===== config.mk =====
export PLATFORM = sky130hd
export DESIGN_NAME = if_prefetch_unit
export DESIGN_NICKNAME = d
export VERILOG_FILES = /design/src/rtl/if_prefetch_unit.sv
export SDC_FILE = /design/constraint.sdc
export NUM_CORES = 1
export LEC_CHECK = 0
export CAP_MARGIN = 20
export CORE_MARGIN = 1.5
export CORE_UTILIZATION = 53
export CTS_BUF_LIST = sky130_fd_sc_hd__clkbuf_2 sky130_fd_sc_hd__clkbuf_4 sky130_fd_sc_hd__clkbuf_8
export CTS_CLUSTER_SIZE = 16
export DETAILED_ROUTE_END_ITERATION = 8
export PLACE_DENSITY_LB_ADDON = 0.2
export SLEW_MARGIN = 20
export SYNTH_ARGS = -nofsm -noshare
export SYNTH_HDL_FRONTEND = slang
export SYNTH_SLANG_ARGS = --single-unit
export TNS_END_PERCENT = 30

===== constraint.sdc =====
create_clock -name clk -period 2.7 [get_ports clk]
set_clock_uncertainty 0.1 [all_clocks]
set_input_delay 0.27 -clock clk [delete_from_list [all_inputs] [get_ports clk]]
set_output_delay 0.27 -clock clk [all_outputs]
set_load 0.005 [all_outputs]

===== src/rtl/if_prefetch_unit.sv =====
// Instruction-fetch front end: owns the fetch PC, reads instruction memory and buffers
// fetched words with their PC in a small FIFO for the decode stage.
module if_prefetch_unit #(
  parameter int unsigned ADDR_WIDTH = 8,
  parameter int unsigned DATA_WIDTH = 16,
  parameter int unsigned DEPTH      = 4
) (
  input  logic                  clk,
  input  logic                  rst,
  input  logic                  start,
  input  logic                  halt,
  input  logic                  redirect_valid,
  input  logic [ADDR_WIDTH-1:0] redirect_addr,
  output logic [ADDR_WIDTH-1:0] im_addr,
  output logic                  im_rd,
  input  logic [DATA_WIDTH-1:0] im_r_data,
  output logic                  inst_valid,
  output logic [DATA_WIDTH-1:0] inst_data,
  output logic [ADDR_WIDTH-1:0] inst_pc,
  input  logic                  inst_ready,
  output logic                  busy
);

  localparam int unsigned PtrW = $clog2(DEPTH);
  localparam int unsigned CntW = PtrW + 1;
  localparam logic [CntW-1:0] Full = CntW'(DEPTH);

  typedef enum logic [1:0] {StIdle, StRun, StHalted} state_e;

  state_e                state_q, state_d;
  logic [ADDR_WIDTH-1:0] fetch_pc_q, fetch_pc_d;
  logic [PtrW-1:0]       wr_ptr_q, wr_ptr_d, rd_ptr_q, rd_ptr_d;
  logic [CntW-1:0]       count_q, count_d;
  logic [DATA_WIDTH-1:0] data_q [DEPTH];
  logic [ADDR_WIDTH-1:0] pc_q [DEPTH];
  logic [DATA_WIDTH-1:0] last_data_q, last_data_d;
  logic [ADDR_WIDTH-1:0] last_pc_q, last_pc_d;

  logic run, pop, push, flush, redirect_take;

  // State register
  always_ff @(posedge clk or negedge rst) begin
    if (!rst) begin
      state_q <= StIdle;
    end else begin
      state_q <= state_d;
    end
  end

  // Next-state logic
  always_comb begin
    state_d = state_q;
    case (state_q)
      StIdle: begin
        if (halt) begin
          state_d = StHalted;
        end else if (start) begin
          state_d = StRun;
        end
      end
      StRun: begin
        if (halt) begin
          state_d = StHalted;
        end
      end
      StHalted: state_d = StHalted;
      default:  state_d = StIdle;
    endcase
  end

  // Output / control decode
  always_comb begin
    run           = (state_q == StRun);
    busy          = run;
    inst_valid    = (count_q != '0);
    pop           = inst_valid & inst_ready;
    im_rd         = run & ~halt & ~redirect_valid & ((count_q < Full) | pop);
    push          = im_rd;
    redirect_take = run & ~halt & redirect_valid;
    flush         = halt | redirect_take;
    im_addr       = fetch_pc_q;
    // Once drained, the head outputs keep showing the last word decode consumed
    inst_data     = inst_valid ? data_q[rd_ptr_q] : last_data_q;
    inst_pc       = inst_valid ? pc_q[rd_ptr_q] : last_pc_q;
  end

  // FIFO bookkeeping and fetch PC
  always_comb begin
    fetch_pc_d  = fetch_pc_q;
    wr_ptr_d    = wr_ptr_q;
    rd_ptr_d    = rd_ptr_q;
    count_d     = count_q;
    last_data_d = last_data_q;
    last_pc_d   = last_pc_q;
    if (flush) begin
      wr_ptr_d = '0;
      rd_ptr_d = '0;
      count_d  = '0;
      if (redirect_take) begin
        fetch_pc_d = redirect_addr;
      end
    end else begin
      if (push) begin
        wr_ptr_d   = wr_ptr_q + PtrW'(1);
        fetch_pc_d = fetch_pc_q + ADDR_WIDTH'(1);
      end
      if (pop) begin
        rd_ptr_d    = rd_ptr_q + PtrW'(1);
        last_data_d = data_q[rd_ptr_q];
        last_pc_d   = pc_q[rd_ptr_q];
      end
      case ({push, pop})
        2'b10:   count_d = count_q + CntW'(1);
        2'b01:   count_d = count_q - CntW'(1);
        default: count_d = count_q;
      endcase
    end
  end

  always_ff @(posedge clk or negedge rst) begin
    if (!rst) begin
      fetch_pc_q  <= '0;
      wr_ptr_q    <= '0;
      rd_ptr_q    <= '0;
      count_q     <= '0;
      last_data_q <= '0;
      last_pc_q   <= '0;
      for (int i = 0; i < int'(DEPTH); i++) begin
        data_q[i] <= '0;
        pc_q[i]   <= '0;
      end
    end else begin
      fetch_pc_q  <= fetch_pc_d;
      wr_ptr_q    <= wr_ptr_d;
      rd_ptr_q    <= rd_ptr_d;
      count_q     <= count_d;
      last_data_q <= last_data_d;
      last_pc_q   <= last_pc_d;
      if (push) begin
        data_q[wr_ptr_q] <= im_r_data;
        pc_q[wr_ptr_q]   <= fetch_pc_q;
      end
    end
  end

endmodule

# == Yosys cells after proc, flatten, opt, wreduce, memory -nomap -nowiden ==
# Cells that the tools add are included.
# W data, S select, Z words.
# op_classes
add_sub_neg,5
magnitude_cmp,4
n_eq_ne,7
muxes,27
bitwise,12
n_reduce_logical,9
# ops
cell,count
$bwmux W64,1
$mux W16,4
$mux W8,7
$bmux W16 S2,1
$bwmux W32,1
$demux W16 S2,1
$bmux W8 S2,1
$demux W8 S2,1
$mux W2,7
$add A8 B1 Y8 const B,1
$ge A3 B3 Y1 const B,2
$not A2 Y3,2
$pmux W2 S3,1
$pmux W3 S2,1
$reduce_and A2 Y1,3
$reduce_bool A3 Y1,2
$and A1 B1 Y1,5
$add A2 B1 Y2 const B,2
$eq A2 B1 Y1 const B,2
$eq A2 B2 Y1 const B,2
$reduce_bool A2 Y1,2
$add A3 B1 Y3 const B,1
$lt A3 B1 Y1 const B,1
$lt A3 B3 Y1 const B,1
other kinds (9),12
# word_totals
ff_bits,137
out_inout_bits,35
wordCells,79

# == Longest topological paths before layout ==
# depth
depth_word,7
mapped_depth,8

# == Worst setup path before layout ==
# OpenSTA, ideal clock, no wires.
# synth_timing
path_kind,register to register
start,reg state_q[1]
end,reg count_q[2]
setup_time_ns,0.082
t_arrival_ns,2.069
required_ns,2.518
setup_slack_ns,0.449
stages_incl_launch_ff,9
period_less_slack_ns,2.251
path_cell_list,dfrtp_1 -> inv_1 -> ha_1 -> nor3b_4 -> a21oi_1 -> fa_1 -> nor4_1 -> a221oi_1 -> a31oi_1
# synth_between
elab_chain_cells,7
word_cells_on_any_way,11
cone_classes,eq/ne: 3; mux: 2; bitwise: 5; reduce/logical: 1
# synth_rtl
element,line,text
from (decl),30,"state_e state_q, state_d;"
from (signal assigned),44,state_q <= StIdle;
from (signal assigned),46,state_q <= state_d;
$eq A2 B1 Y1 *,73,run = (state_q == StRun);
named net busy,21,output logic busy
$and A1 B1 Y1 *,"77, 79",
$and A1 B1 Y1 (2 in series),77,im_rd = run & ~halt & ~redirect_valid & ((count_q < Full) | pop);
$eq A2 B1 Y1 / $eq A2 B2 Y1 (equally long branches),112,"case ({push, pop})"
$pmux W3 S2,112,
$mux W3,95,if (flush) begin
to (signal assigned),136,count_q <= count_d;
to (decl),33,"logic [CntW-1:0] count_q, count_d;"
# Mark *: on every way through the listed nets, which the timed path passes. The rest lies on a longest branch.
# A chain may end at the register's enable or synchronous reset.

# == Worst setup path after layout ==
# layout_timing
start,reg rd_ptr_q[0]
end,out inst_data[11]
# layout_between
elab_chain_cells,5
# layout_rtl
element,line,text
from (decl),32,"logic [PtrW-1:0] wr_ptr_q, wr_ptr_d, rd_ptr_q, rd_ptr_d;"
from (signal assigned),135,rd_ptr_q <= rd_ptr_d;
$not A2 Y3 (not written as such),83,inst_data = inst_valid ? data_q[rd_ptr_q] : last_data_q;
$bmux W16 S2,83,
$mux W16 (not written as such) (2 in series),83,
$mux W16,83,
to (decl),18,"output logic [DATA_WIDTH-1:0] inst_data,"
# No other way between the ends. The select of a mux whose other input is x is not followed.

==> summary.md <==
| Metric | Value |
|---|---|
| Worst Path Max Fanout | `13` |
| Sink Count | `between 100 and 150` |
| Avg Cell Area, Syn | `approximately 16 um^2` |
| Fmax | `0.3856 GHz` |
| Switching Share | `0.2720` |
| Area delta synth->final | `19.95%` |
| Detailed Route Iter0 Violations | `roughly 230` |
| R2R setup slack | `approximately 0.18 ns` |
| H-tree levels | `4` |
| Status | `completed` |
| Vias in the first global route | `slightly above 4000` |
| Synth unique cells | `48` |
| Synth warnings | `0` |
| CP arrival | `2.22 ns` |
| Total I/O pin count | `65` |
| TritonRoute pass-1 iters | `4` |
| Synth async-reset ratio | `1.000` |
| Core Region | `around 13000 um^2` |
| Die Area | `between 10000 and 15000 um^2` |
| Clk_lat worst skew | `around 0.45 ns` |
| Hold Path Class | `in2reg` |
| Setup violators final | `0` |
| P_int | `about 4400 uW` |
| Die Width | `about 120 um` |
| CTS buffer count | `17` |
| Commonest cells after routing, fill and taps aside | `dfrtp_1 (135), mux2_2 (84), mux2_4 (60)` |
| Final slew viol count | `0` |
| Final Hold Viols | `0` |
| # fillers | `948` |
| Port Buffers | `64` |
| GPL Wtd Cong | `between 0.7 and 0.8` |
| Largest net degree at the start of global routing | `between 80 and 90` |
| Initial antenna violation count | `0` |
| Crit. End Element | `primary output` |
| Syn Std Cell Area | `6766 um^2` |
| Storage element area | `approximately 3400 um^2` |
| CTS tree | `done` |
| Inst Count DP | `about 650` |
| Tcrit/Tclk final | `0.9605` |
| HPWL after DPL | `roughly 8000 um` |
| FF+latch count, synth | `137` |
| Crit start category | `flip-flop` |
| Slack of the critical path | `0.1066 ns` |
| Share of layout cells above drive strength 1 | `0.4504` |
| Reg2Reg Depth | `9` |
| Pwr dens | `between 700 and 800 nW/um^2` |
| Main synth FF type | `dfrtp_1` |
| Non-filler cells, final | `~700` |
| Combinational share of power | `0.260` |
| Area of the multi-input gates | `approximately 3100 um^2` |
| RSZ-0062 raised after global routing | `yes` |
| Post-route ant nets | `0` |
| Placement Setup Slack | `around 0.22 ns` |
| Most common cell after layout, fill and taps aside | `dfrtp_1` |
| Leakage | `0.004209 uW` |
| WS Path Type | `reg2out` |
| Initial Util | `0.5406` |
| Nets | `550` |
| Peak VDD IR | `slightly below 0.5 mV` |
| Origin of the worst setup path | `rd_ptr_q[0]$_DFFE_PN0P_` |
| Clk network pwr share | `0.299` |
| HP Start | `redirect_addr[1]` |
| Die Y | `about 120 um` |
| Rel. slew slack | `0.4896` |
| Via/cell ratio | `~5.5` |
| Final setup TNS | `0 ns` |
| Row count | `41` |
| Mapped Nets | `about 470` |
| All-Layer GR Usage | `0.2163` |
| Root buf cell | `clkbuf_8` |
| R2r endpoint | `count_q[2]$_DFFE_PN0P_` |
| CP Data Required Time | `2.33 ns` |
| Reg2reg start | `state_q[1]$_DFFE_PN0P_` |
| GR Overflow Total | `0` |
| Vias post-DR | `approximately 3800` |
| Sequential area share after synthesis | `0.5067` |
| Post-synthesis cell count | `roughly 430` |
| Max-cap violations | `0` |
| Ant diodes | `0` |
| Sw power | `between 1500 and 2000 uW` |
| Post-synth EDFFs | `0` |
| Reg power frac | `0.441` |
| Residual DRC | `0` |
| Wire length of the first global-routing pass | `about 21000 um` |
| Clock-pin slew on the worst setup and hold paths | `around 0.080 ns` |
| Least-Margin Pin Slew | `between 0.7 and 0.8 ns` |
| WL/cell | `around 19 um` |
| Post-Route WL | `approximately 13000 um` |
| Crit path time final | `2.593 ns` |
| Clock Path Buffers | `2` |
| Setup crit end | `inst_data[11]` |
critical path, stage by stage, from the launching register on:
cell,delay (ns)
dfrtp_2,0.41
buf_12,0.17
buf_4,0.13
mux4_2,0.53
mux2_2,0.28
dlygate4sd2_1,0.26
worst min-delay path by stage:
| stage | to | slack [ns] | cells past startpoint |
|---|---|---|---|
| 6_report | im_addr[1]$_DFFE_PN0P_ | 0.28 | 3 |
| 5_1_grt | im_addr[1]$_DFFE_PN0P_ | 0.29 | 3 |
| 3_5_place_dp | last_data_q[5]$_DFFE_PN0P_ | 0.27 | 1 |
| 2_1_floorplan | count_q[0]$_DFFE_PN0P_ | -0.13 | 0 |
| 3_3_place_gp | last_data_q[5]$_DFFE_PN0P_ | 0.26 | 1 |
| 4_1_cts | im_addr[1]$_DFFE_PN0P_ | 0.27 | 3 |
power by group through the flow:
stage | logic (uW) | clock network, uW | registers, uW
3_5_place_dp | 1580 | 0 | 2680
4_1_cts | 1580 | 1850 | 2650
6_report | 1570 | 1800 | 2660
3_3_place_gp | 1530 | 0 | 2660
5_1_grt | 1720 | 1950 | 2700
2_1_floorplan | 1010 | 0 | 2560
cells by family after synthesis:
logic type	count (synthesis)	share of synthesized area
muxes	169	0.3543
DFF	137	0.5067
and+or+nand+nor	43	0.04235
AOI/OAI and AO/OA	41	0.03920
buffers and inverters	32	0.03717
adders and majority gates	9	0.01775
xor gates and xnor gates	2	0.002589
repair_timing:
action,4_1_cts,5_1_grt
pin swaps,1,0
hold endpoints to repair,80,0
buffers inserted,2,7
hold buffers,1,0
endpoints found under the setup margin,25,18
gates resized for setup,13,20
gates cloned,0,0
stage by stage:
step           instance area, um^2  power (uW)    util  hold slack [ns]
2_1_floorplan                 6766        3575       -          -0.1256
3_3_place_gp                  7537        4193  0.6022           0.2551
3_5_place_dp                  7537        4260  0.6022           0.2687
6_report                      8117        6029  0.6484           0.2838
4_1_cts                       8008        6083  0.6397           0.2662
5_1_grt                       8117        6372  0.6484           0.2921
layout make-up:
type                    count  area share
well taps                 172     0.02651
repair buffers             85      0.1127
inverters                   6    0.002775
multi-input cells         264      0.3820
clock buffers              24     0.03916
flip-flops and latches    137      0.4227
clock inverters             8     0.01418
cell usage after synthesis (all sizes together), types with 2 or more instances:
cell	count	area (um^2)
mux2	144	1847
nor3	2	10.01
dfrtp	137	3428
xor2	2	17.52
and3	2	13.77
ha	8	100.1
nand3	5	25.02
a2bb2oi	2	17.52
mux4	24	540.5
clkbuf	9	33.78
o22ai	2	12.51
nor2	7	26.28
a21o	2	17.52
o21ai	12	60.06
nor3b	2	31.28
o21a	3	22.52
and2	2	15.02
buf	17	195.2
a21oi	9	45.04
inv	6	22.52
a31oi	2	12.51
o31ai	3	27.52
nand2	14	101.4
nand3b	2	15.01
per-layer routing:
metal  routed length, um  GRT usage  vias up
met4                 152    0.07642        0
met3                 427    0.05910       18
met5                   0          0        -
met1                6069     0.2943     1991
li1                    -          -     1757
met2                6417     0.3373       57
registers in the layout, summed over array words and instances (netlist names):
signal	count
im_addr	8
last_data_q	16
count_q	3
data_q	64
rd_ptr_q	2
wr_ptr_q	2
last_pc_q	8
pc_q	32
state_q	2
Note: power is estimated with default switching activity, not from simulation.
